`src/rtl/alu_pkg.sv`:
```
// ============================================================================
// Module : alu_pkg
// Brief  : Opcode map and FSM state encoding shared by the sequential ALU.
// Rev    : 1.0  initial release
// ============================================================================
`default_nettype none

package alu_pkg;

    localparam logic [3:0] OP_ADD  = 4'h0;
    localparam logic [3:0] OP_SUB  = 4'h1;
    localparam logic [3:0] OP_AND  = 4'h2;
    localparam logic [3:0] OP_OR   = 4'h3;
    localparam logic [3:0] OP_XOR  = 4'h4;
    localparam logic [3:0] OP_NOTA = 4'h5;
    localparam logic [3:0] OP_INC  = 4'h6;
    localparam logic [3:0] OP_DEC  = 4'h7;
    localparam logic [3:0] OP_SHL  = 4'h8;
    localparam logic [3:0] OP_SHR  = 4'h9;
    localparam logic [3:0] OP_ROL  = 4'hA;
    localparam logic [3:0] OP_NOTB = 4'hB;
    localparam logic [3:0] OP_MUL  = 4'hC;
    localparam logic [3:0] OP_DIV  = 4'hD;
    localparam logic [3:0] OP_EQ   = 4'hE;
    localparam logic [3:0] OP_NOP  = 4'hF;

    typedef enum logic [0:0] {
        IDLE = 1'b0,
        DIV  = 1'b1
    } state_e;

endpackage

`default_nettype wire

```
`src/rtl/alu_div_iter.sv`:
```
// ============================================================================
// Module : alu_div_iter
// Brief  : Iterative unsigned restoring divider, one quotient bit per clock.
// Rev    : 1.0  initial release
// ============================================================================
`default_nettype none

module alu_div_iter
    import alu_pkg::*;
#(
    parameter int WIDTH = 8
) (
    input  logic             clk,
    input  logic             rst,
    input  logic             start_i,
    input  logic [WIDTH-1:0] dividend_i,
    input  logic [WIDTH-1:0] divisor_i,
    output logic             busy_o,
    output logic             done_o,
    output logic [WIDTH-1:0] quotient_o,
    output logic [WIDTH-1:0] remainder_o
);

    localparam int CW = $clog2(WIDTH);

    logic [WIDTH-1:0] rem_q, quo_q, dvs_q;
    logic [CW-1:0]    cnt_q;
    logic             busy_q;

    logic [WIDTH:0]   trial;
    logic [WIDTH:0]   diff;
    logic             fits;
    logic [WIDTH-1:0] rem_d, quo_d;

    // quo_q doubles as the dividend shift register; its MSB feeds the trial.
    always_comb begin
        trial = {rem_q, quo_q[WIDTH-1]};
        diff  = trial - {1'b0, dvs_q};
        fits  = ~diff[WIDTH];
        rem_d = fits ? diff[WIDTH-1:0] : trial[WIDTH-1:0];
        quo_d = {quo_q[WIDTH-2:0], fits};
    end

    always_ff @(posedge clk) begin
        if (rst) begin
            rem_q  <= '0;
            quo_q  <= '0;
            dvs_q  <= '0;
            cnt_q  <= '0;
            busy_q <= 1'b0;
        end else if (start_i) begin
            rem_q  <= '0;
            quo_q  <= dividend_i;
            dvs_q  <= divisor_i;
            cnt_q  <= '0;
            busy_q <= 1'b1;
        end else if (busy_q) begin
            rem_q <= rem_d;
            quo_q <= quo_d;
            cnt_q <= cnt_q + 1'b1;
            if (done_o) begin
                busy_q <= 1'b0;
            end
        end
    end

    // Outputs present the final step's value so the consumer loads on the same edge.
    assign busy_o      = busy_q;
    assign done_o      = busy_q && (cnt_q == CW'(WIDTH - 1));
    assign quotient_o  = quo_d;
    assign remainder_o = rem_d;

endmodule

`default_nettype wire

```
`src/rtl/alu_seq_handshake.sv`:
```
// ============================================================================
// Module : alu_seq_handshake
// Brief  : Registered WIDTH-bit ALU with valid/ready handshakes and an
//          iterative divider.
// Rev    : 1.0  initial release
// ============================================================================
`default_nettype none

module alu_seq_handshake
    import alu_pkg::*;
#(
    parameter int WIDTH      = 8,
    parameter int DIV_BYPASS = 0
) (
    input  logic               clk,
    input  logic               rst,
    input  logic               in_valid_i,
    output logic               in_ready_o,
    input  logic [WIDTH-1:0]   a_i,
    input  logic [WIDTH-1:0]   b_i,
    input  logic [3:0]         op_i,
    output logic               out_valid_o,
    input  logic               out_ready_i,
    output logic [2*WIDTH-1:0] result_o,
    output logic               flag_z_o,
    output logic               flag_c_o,
    output logic               err_dz_o
);

    localparam int DW = 2 * WIDTH;

    function automatic logic [DW-1:0] zext(input logic [WIDTH-1:0] v);
        return {{WIDTH{1'b0}}, v};
    endfunction

    state_e            state_q, state_d;
    logic              vld_q, vld_d;
    logic [DW-1:0]     res_q, res_d;
    logic              z_q, z_d, c_q, c_d, dz_q, dz_d;

    logic              accept, div_start, div_busy, div_done;
    logic [WIDTH-1:0]  div_quo, div_rem;
    logic              b_zero, is_div, dz_w;
    logic [WIDTH:0]    sum_w, inc_w;
    logic [WIDTH-1:0]  sub_w, dec_w, nota_w, notb_w, shr_w, rol_w;
    logic [DW-1:0]     alu_res;
    logic              alu_c;

    assign b_zero = (b_i == '0);
    assign is_div = (op_i == OP_DIV);

    // Divide-by-zero completes in one cycle and reports err_dz in either mode.
    if (DIV_BYPASS != 0) begin : g_dz_bypass
        assign dz_w = is_div && b_zero;
    end else begin : g_dz_flag
        assign dz_w = is_div && b_zero;
    end

    assign sum_w  = {1'b0, a_i} + {1'b0, b_i};
    assign inc_w  = {1'b0, a_i} + (WIDTH+1)'(1);
    assign sub_w  = a_i - b_i;
    assign dec_w  = a_i - WIDTH'(1);
    assign nota_w = ~a_i;
    assign notb_w = ~b_i;
    assign shr_w  = a_i >> 1;
    assign rol_w  = {a_i[WIDTH-2:0], a_i[WIDTH-1]};

    always_comb begin
        alu_res = '0;
        alu_c   = 1'b0;
        case (op_i)
            OP_ADD:  begin alu_res = {{(WIDTH-1){1'b0}}, sum_w}; alu_c = sum_w[WIDTH]; end
            OP_SUB:  begin alu_res = zext(sub_w); alu_c = (a_i < b_i); end
            OP_AND:  alu_res = zext(a_i & b_i);
            OP_OR:   alu_res = zext(a_i | b_i);
            OP_XOR:  alu_res = zext(a_i ^ b_i);
            OP_NOTA: alu_res = zext(nota_w);
            OP_INC:  begin alu_res = {{(WIDTH-1){1'b0}}, inc_w}; alu_c = inc_w[WIDTH]; end
            OP_DEC:  begin alu_res = zext(dec_w); alu_c = (a_i == '0); end
            OP_SHL:  alu_res = {{(WIDTH-1){1'b0}}, a_i, 1'b0};
            OP_SHR:  alu_res = zext(shr_w);
            OP_ROL:  alu_res = zext(rol_w);
            OP_NOTB: alu_res = zext(notb_w);
            OP_MUL:  alu_res = zext(a_i) * zext(b_i);
            OP_EQ:   alu_res = {{(DW-1){1'b0}}, (a_i == b_i)};
            default: alu_res = '0;
        endcase
    end

    alu_div_iter #(
        .WIDTH (WIDTH)
    ) u_div (
        .clk         (clk),
        .rst         (rst),
        .start_i     (div_start),
        .dividend_i  (a_i),
        .divisor_i   (b_i),
        .busy_o      (div_busy),
        .done_o      (div_done),
        .quotient_o  (div_quo),
        .remainder_o (div_rem)
    );

    assign in_ready_o = (state_q == IDLE) && !div_busy && (!vld_q || out_ready_i);
    assign accept     = in_valid_i && in_ready_o;

    always_comb begin
        state_d   = state_q;
        vld_d     = vld_q && !out_ready_i;
        res_d     = res_q;
        z_d       = z_q;
        c_d       = c_q;
        dz_d      = dz_q;
        div_start = 1'b0;
        case (state_q)
            IDLE: begin
                if (accept) begin
                    if (is_div && !b_zero) begin
                        div_start = 1'b1;
                        state_d   = DIV;
                    end else begin
                        vld_d = 1'b1;
                        res_d = alu_res;
                        z_d   = (alu_res == '0);
                        c_d   = alu_c;
                        dz_d  = dz_w;
                    end
                end
            end
            DIV: begin
                // The output register was drained on the accept edge, so load unconditionally.
                if (div_done) begin
                    vld_d   = 1'b1;
                    res_d   = {div_rem, div_quo};
                    z_d     = ({div_rem, div_quo} == '0);
                    c_d     = 1'b0;
                    dz_d    = 1'b0;
                    state_d = IDLE;
                end
            end
            default: state_d = IDLE;
        endcase
    end

    always_ff @(posedge clk) begin
        if (rst) begin
            state_q <= IDLE;
            vld_q   <= 1'b0;
            res_q   <= '0;
            z_q     <= 1'b0;
            c_q     <= 1'b0;
            dz_q    <= 1'b0;
        end else begin
            state_q <= state_d;
            vld_q   <= vld_d;
            res_q   <= res_d;
            z_q     <= z_d;
            c_q     <= c_d;
            dz_q    <= dz_d;
        end
    end

    assign out_valid_o = vld_q;
    assign result_o    = res_q;
    assign flag_z_o    = z_q;
    assign flag_c_o    = c_q;
    assign err_dz_o    = dz_q;

endmodule

`default_nettype wire

```
`config.mk`:
```
export PLATFORM = sky130hd
export DESIGN_NAME = alu_seq_handshake
export DESIGN_NICKNAME = d
export VERILOG_FILES = /design/src/rtl/alu_pkg.sv /design/src/rtl/alu_div_iter.sv /design/src/rtl/alu_seq_handshake.sv
export SDC_FILE = /design/constraint.sdc
export NUM_CORES = 1
export LEC_CHECK = 0
export CAP_MARGIN = 15
export CORE_ASPECT_RATIO = 1.5
export CORE_UTILIZATION = 39
export DETAILED_ROUTE_END_ITERATION = 10
export GPL_TIMING_DRIVEN = 0
export PLACE_DENSITY = 0.6
export SETUP_SLACK_MARGIN = 0.4
export SYNTH_ARGS = -nofsm -noshare
export SYNTH_HDL_FRONTEND = slang
export SYNTH_SLANG_ARGS = --single-unit
```
`constraint.sdc`:
```
create_clock -name clk -period 10.2 [get_ports clk]
set_input_delay 1.02 -clock clk [delete_from_list [all_inputs] [get_ports clk]]
set_output_delay 1.02 -clock clk [all_outputs]
set_load 0.02 [all_outputs]
```
==> impl_metrics.tcl, run 1 <==
set metrics [dict create \
    status "complete, no violations" \
    synth_flop_cell "dfxtp_1" \
    vias 6536 \
    fin_skew_ns 0.00857 \
    nets 1027 \
    mostFrequentLayoutCells "nor2_1 (118), inv_1 (74), ha_1 (73)" \
    gp_congestion 0.959 \
    setup_tns_ns 0 \
    min_from "result_o[0]" \
    wl_per_cell_um 21.1 \
    tightest_slew_ns 1.10 \
    htree_levels 2 \
    cp-endpoint "flag_z_o" \
    drc_errors 0 \
    power_w 0.000930 \
    cts_buffer_depth 2 \
    finalHoldViolations 0 \
    dp_hpwl_um 18300 \
    async_flop_share 0 \
    ios 45 \
    cts.reportedPaths.clkPinSlew_ns 0.07 \
    antenna_cells 0 \
    crit_path_end_kind "flop" \
    numCtsBuffers 5 \
    worstSetupStartpointType "input port" \
    ir_drop_uv 127 \
    placedCellCount 1090 \
    synth_cell_types 72 \
    post_cts_resized 0 \
    start_util 0.403 \
    cp-startpoint "a_i[1]" \
    drt_wl_total_um 23200 \
    antenna_found_initial 0 \
    mostFrequentLayoutCell "nor2_1" \
    fp-row-count 57 \
    core_area_mm2 0.0164 \
    port_buffers 43 \
    synth.ff_latch_count 49 \
    grt_max_degree 17 \
    clock.fmax_ghz 0.136 \
    worst-r2r-setup-slack_ns 7.09 \
    areaGrowthSynthToFinish_pct 12.6 \
    synth_edf_count 0 \
    root_buffer "clkbuf_16" \
    r2r_end "result_o[12]" \
    period_needed_ns 7.36 \
    p_leak_nw 3.09 \
    ctsHoldBuffers 0 \
    syn_area_mm2 0.00661 \
    critical_path_arrival_ns 7.60 \
    clock-sinks 49 \
    syn_inst 841 \
    die_w_um 108 \
    dpl-instance-area_mm2 0.00730 \
    synth_seq_area_share 0.148 \
    rsz0062_at_grt "false" \
    crit_type "input port to flop" \
    post_cts_buffers 0 \
    layout.cells.non_filler 1098 \
    postSynthAreaPerCell_um2 7.86 \
    grt_overflow 0 \
    first_iter_violations 453 \
    insertion_delay_ns 0.30 \
    viasPerCell 5.95 \
    ant_nets 0 \
    utilization 0.454 \
    drive_gt1_frac 0.0572 \
    stdcell_area_mm2 0.00744 \
    worstHoldPathType "flop to flop" \
    cts_tree "yes" \
    grt_first_pass_wirelength_um 36000 \
    synth_fp_nets 977 \
    setup_viol 0 \
    dieArea_mm2 0.0175 \
    reg2reg_from "u_div.quo_q[7]" \
    power_per_cell_area_mw_per_mm2 125 \
    firstDrtPassIters 5 \
    die_y_um 161 \
    report.final.slew_viol_count 0 \
    fin_crit_sh 0.721 \
    drv_cap 0 \
    slew-limit-headroom 0.263 \
    cp.required_ns 10.44 \
    cp_max_fo 10 \
    fillerInstances 1685 \
    yosys_warnings 0 \
    track_usage 0.275 \
    reg2reg_depth 12 \
    grt_pass1_vias 6457 \
]
## state kept, by name, indices dropped and copies added (netlist names)
| signal | flops |
|---|---|
| result_o | 16 |
| u_div.dvs_q | 8 |
| u_div.quo_q | 8 |
| u_div.rem_q | 8 |
| u_div.cnt_q | 3 |
| err_dz_o | 1 |
| flag_c_o | 1 |
| flag_z_o | 1 |
| out_valid_o | 1 |
| state_q | 1 |
| u_div.busy_o | 1 |
## layer usage
layer	part of all wire	routed length (um)	global-route usage
met5	0	0	0
met3	0.065	1520	0.0359
met4	0.083	1930	0.200
met2	0.48	11100	0.454
met1	0.37	8640	0.322
## critical path: stages
cell             delay (ns)
clkdlybuf4s50_1        0.65
clkbuf_1               0.57
clkinv_1               0.58
nor2_1                 0.29
fa_1                   0.47
fa_1                   0.52
fa_1                   0.55
inv_1                  0.06
fa_1                   0.52
inv_1                  0.04
ha_1                   0.36
and3_1                 0.21
a22oi_1                0.25
nand2b_1               0.11
xor2_1                 0.24
a2111oi_2              0.43
nand4bb_1              0.14
nor4_1                 0.37
a41o_1                 0.21
## report_power, final
part / internal (W) / leakage, nW / switching [W] / total [W]
combinational: 0.000207 / 2.62 / 0.000353 / 0.000560
sequential: 0.000198 / 0.398 / 0.00000403 / 0.000202
clock: 0.0000914 / 0.0738 / 0.0000766 / 0.000168
total: 0.000497 / 3.09 / 0.000433 / 0.000930
## metrics by stage
stage | hold slack, ns | setup slack (ns)
finish | 0.454 | 2.84
floorplan | 0.449 | 4.48
CTS | 0.458 | 2.96
global placement | 0.441 | 2.63
global route | 0.468 | 2.56
detailed placement | 0.448 | 2.67
## kinds of logic after synthesis
kind of cell    synth area share
compound gates             0.190
xor+xnor                  0.0384
fa+ha+maj                  0.256
buf+inv                   0.0848
flops                      0.148
mux                       0.0629
simple gates               0.219
## worst min path at each step
stage | end | slack (ns) | depth (start not counted)
2_1_floorplan | u_div.quo_q[7] | 0.45 | 2
3_3_place_gp | result_o[3] | 0.44 | 2
3_5_place_dp | result_o[1] | 0.45 | 2
4_1_cts | result_o[1] | 0.46 | 2
5_1_grt | result_o[0] | 0.47 | 2
6_report | result_o[0] | 0.45 | 2
## synth_stat cells, types with 8 or more instances
master,number,share of area
buf_2,13,0.0098
inv_1,74,0.042
o21a_1,8,0.0091
o211ai_1,9,0.010
nor2b_1,15,0.014
ha_1,73,0.14
xnor2_1,21,0.028
a22oi_1,14,0.016
fa_1,39,0.12
nand2b_1,13,0.012
o21ai_0,11,0.0083
nand2_1,60,0.034
nor2_1,118,0.067
nand3_1,17,0.013
nor3_1,18,0.014
clkinv_1,12,0.0068
a211oi_1,14,0.016
clkbuf_1,25,0.014
dfxtp_1,49,0.15
mux2_2,12,0.020
xor2_1,8,0.011
mux2i_1,28,0.042
nor4_1,9,0.0085
a31oi_1,15,0.014
a21oi_1,49,0.037
## layout make-up
class	count	area (um^2)	share of cell area
inverter	86	323	0.0434
multi-input combinational	659	5070	0.681
sequential	49	981	0.132
clock buffer	5	125	0.0168
buffer	47	238	0.0319
timing repair buffer	43	430	0.0578
clock inverter	3	22.5	0.00303
tap	206	258	0.0346
Power figures use the tool's default switching activity.
==> inputs of run 2 (changes only) <==
==> constraint.sdc (replaced) <==
create_clock -name clk -period 7.3 [get_ports clk]
set_input_delay 0.73 -clock clk [delete_from_list [all_inputs] [get_ports clk]]
set_output_delay 0.73 -clock clk [all_outputs]
set_load 0.02 [all_outputs]
==> run 2 against run 1 <==
  * Total power rose by 40%
  * Sequential power rose by 40%
  * Global-route usage barely moved
  * Sequential cell count did not move
  * Combinational power rose by 40%
  * Clock power rose by 40%
==> impl_metrics.tcl, run 2 (synthesis gave the netlist of run 1 again) <==
set metrics [dict create \
    fillerInstances 1684 \
    worstHoldPathType "flop to flop" \
    antenna_found_initial 0 \
    crit_type "input port to flop" \
    dp_hpwl_um 18300 \
    grt_overflow 0 \
    grt_pass1_vias 6448 \
    viasPerCell 5.91 \
    mostFrequentLayoutCell "nor2_1" \
    ios 45 \
    vias 6491 \
    reg2reg_depth 12 \
    cts_buffer_depth 2 \
    die_w_um 108 \
    fin_crit_sh 0.906 \
    numCtsBuffers 5 \
    root_buffer "clkbuf_16" \
    track_usage 0.275 \
    cp_max_fo 11 \
    r2r_end "result_o[12]" \
    rsz0062_at_grt "false" \
    clock-sinks 49 \
    cp-startpoint "a_i[0]" \
    period_needed_ns 6.61 \
    critPathMaxStageDelay_ns 0.60 \
    grt_max_degree 17 \
    gp_congestion 0.959 \
    antenna_cells 0 \
    port_buffers 43 \
    stdcell_area_mm2 0.00745 \
    cts_tree "yes" \
    firstDrtPassIters 5 \
    die_y_um 161 \
    slowest_stage "clkinv_1" \
    drv_cap 0 \
    wl_per_cell_um 21.2 \
    core_area_mm2 0.0164 \
    reg2reg_from "u_div.quo_q[7]" \
    setup_viol 0 \
    nets 1027 \
    cp-endpoint "flag_z_o" \
    slew-limit-headroom 0.281 \
    setup_tns_ns 0 \
    worst-r2r-setup-slack_ns 4.19 \
    tightest_slew_ns 1.07 \
    start_util 0.403 \
    power_per_cell_area_mw_per_mm2 174 \
    drt_wl_total_um 23300 \
    critical_path_arrival_ns 6.85 \
    insertion_delay_ns 0.30 \
    utilization 0.454 \
    dieArea_mm2 0.0175 \
    cts.reportedPaths.clkPinSlew_ns 0.07 \
    largest_register_ffs 16 \
    ant_nets 0 \
    first_iter_violations 438 \
    drive_gt1_frac 0.0617 \
    drc_errors 0 \
    clock.fmax_ghz 0.151 \
    htree_levels 2 \
    finalHoldViolations 0 \
    status "complete, no violations" \
    worstSetupStartpointType "input port" \
    ir_drop_uv 178 \
    crit_top_cell "inv_1" \
    grt_first_pass_wirelength_um 36000 \
    crit_path_end_kind "flop" \
    fp-row-count 57 \
    fin_skew_ns 0.00832 \
    cp.required_ns 7.54 \
    post_cts_buffers 0 \
    ctsHoldBuffers 0 \
    report.final.slew_viol_count 0 \
    dpl-instance-area_mm2 0.00730 \
    p_leak_nw 3.10 \
    crit_chain "clkdlybuf4s50_1 -> clkbuf_1 -> clkinv_1 -> nor2_1 -> ha_1 -> inv_1 -> fa_1 -> inv_1 -> fa_1 -> inv_1 -> fa_1 -> inv_1 -> ha_1 -> and3_1 -> a22oi_1 -> nand2b_1 -> xor2_1 -> a2111oi_2 -> nand4bb_1 -> nor4_1 -> a41o_1" \
    mostFrequentLayoutCells "nor2_1 (118), inv_1 (74), ha_1 (73)" \
    areaGrowthSynthToFinish_pct 12.8 \
]
[run 2: cell types whose count changed in the layout (fill, tap and decap cells not counted)]
cell        change
clkinvlp_4      +1
clkbuf_2        +2
clkbuf_1        -2
clkinv_1        -2
clkinv_2        +1
[run 2: layout make-up]
class | count | area, um^2 | area share
Inverter | 86 | 328 | 0.0440
Clock inverter | 3 | 22.5 | 0.00302
Timing Repair Buffer | 43 | 430 | 0.0578
Clock buffer | 5 | 125 | 0.0168
Buffer | 47 | 240 | 0.0322
Sequential cell | 49 | 981 | 0.132
Multi-Input combinational cell | 659 | 5070 | 0.680
Tap cell | 206 | 258 | 0.0346
[run 2: repair_timing]
action,in CTS,in global routing
gates resized for setup,1,5
cloned,0,0
setup endpoints to repair,2,4
[run 2: metrics by stage]
stage | total power (W) | setup WS, ns | hold WS (ns) | cells
3_5_place_dp | 0.00106 | 0.0611 | 0.448 | 1090
6_report | 0.00130 | 0.689 | 0.454 | 1098
4_1_cts | 0.00130 | 0.444 | 0.458 | 1098
5_1_grt | 0.00138 | 0.441 | 0.468 | 1098
3_3_place_gp | 0.00105 | 0.0183 | 0.441 | 1090
2_1_floorplan | 0.000799 | 1.87 | 0.449 | 841
[run 2: worst max-delay path: cells and delay by family]
kind	cells	cell delay, ns
AND/OR/NAND/NOR	5	1.02
adder cells (fa/ha/maj)	5	2.07
AO/OA/AOI/OAI	3	0.88
buffers and inverters	7	1.89
XOR/XNOR	1	0.24
[run 2: per-layer routing]
metal	GRT usage	vias to the layer above	wire length (um)	part of all wire
met5	0	-	0	0
met4	0.197	0	1870	0.080
met3	0.0375	90	1490	0.064
met2	0.455	266	11200	0.48
met1	0.322	3087	8720	0.37
li1	-	3048	-	-
[run 2: how the worst min path moves through the flow]
| stage | from | to | slack (ns) | depth (start not counted) |
|---|---|---|---|---|
| floorplan | u_div.quo_q[7] | u_div.quo_q[7] | 0.45 | 2 |
| global placement | result_o[3] | result_o[3] | 0.44 | 2 |
| detailed placement | result_o[1] | result_o[1] | 0.45 | 2 |
| CTS | result_o[1] | result_o[1] | 0.46 | 2 |
| global route | result_o[0] | result_o[0] | 0.47 | 2 |
| finish | result_o[0] | result_o[0] | 0.45 | 2 |
[run 2: power by group]
part | internal [W] | switching [W] | total (W)
Sequential | 0.000277 | 0.00000560 | 0.000283
Clock | 0.000128 | 0.000107 | 0.000235
Combinational | 0.000290 | 0.000492 | 0.000782
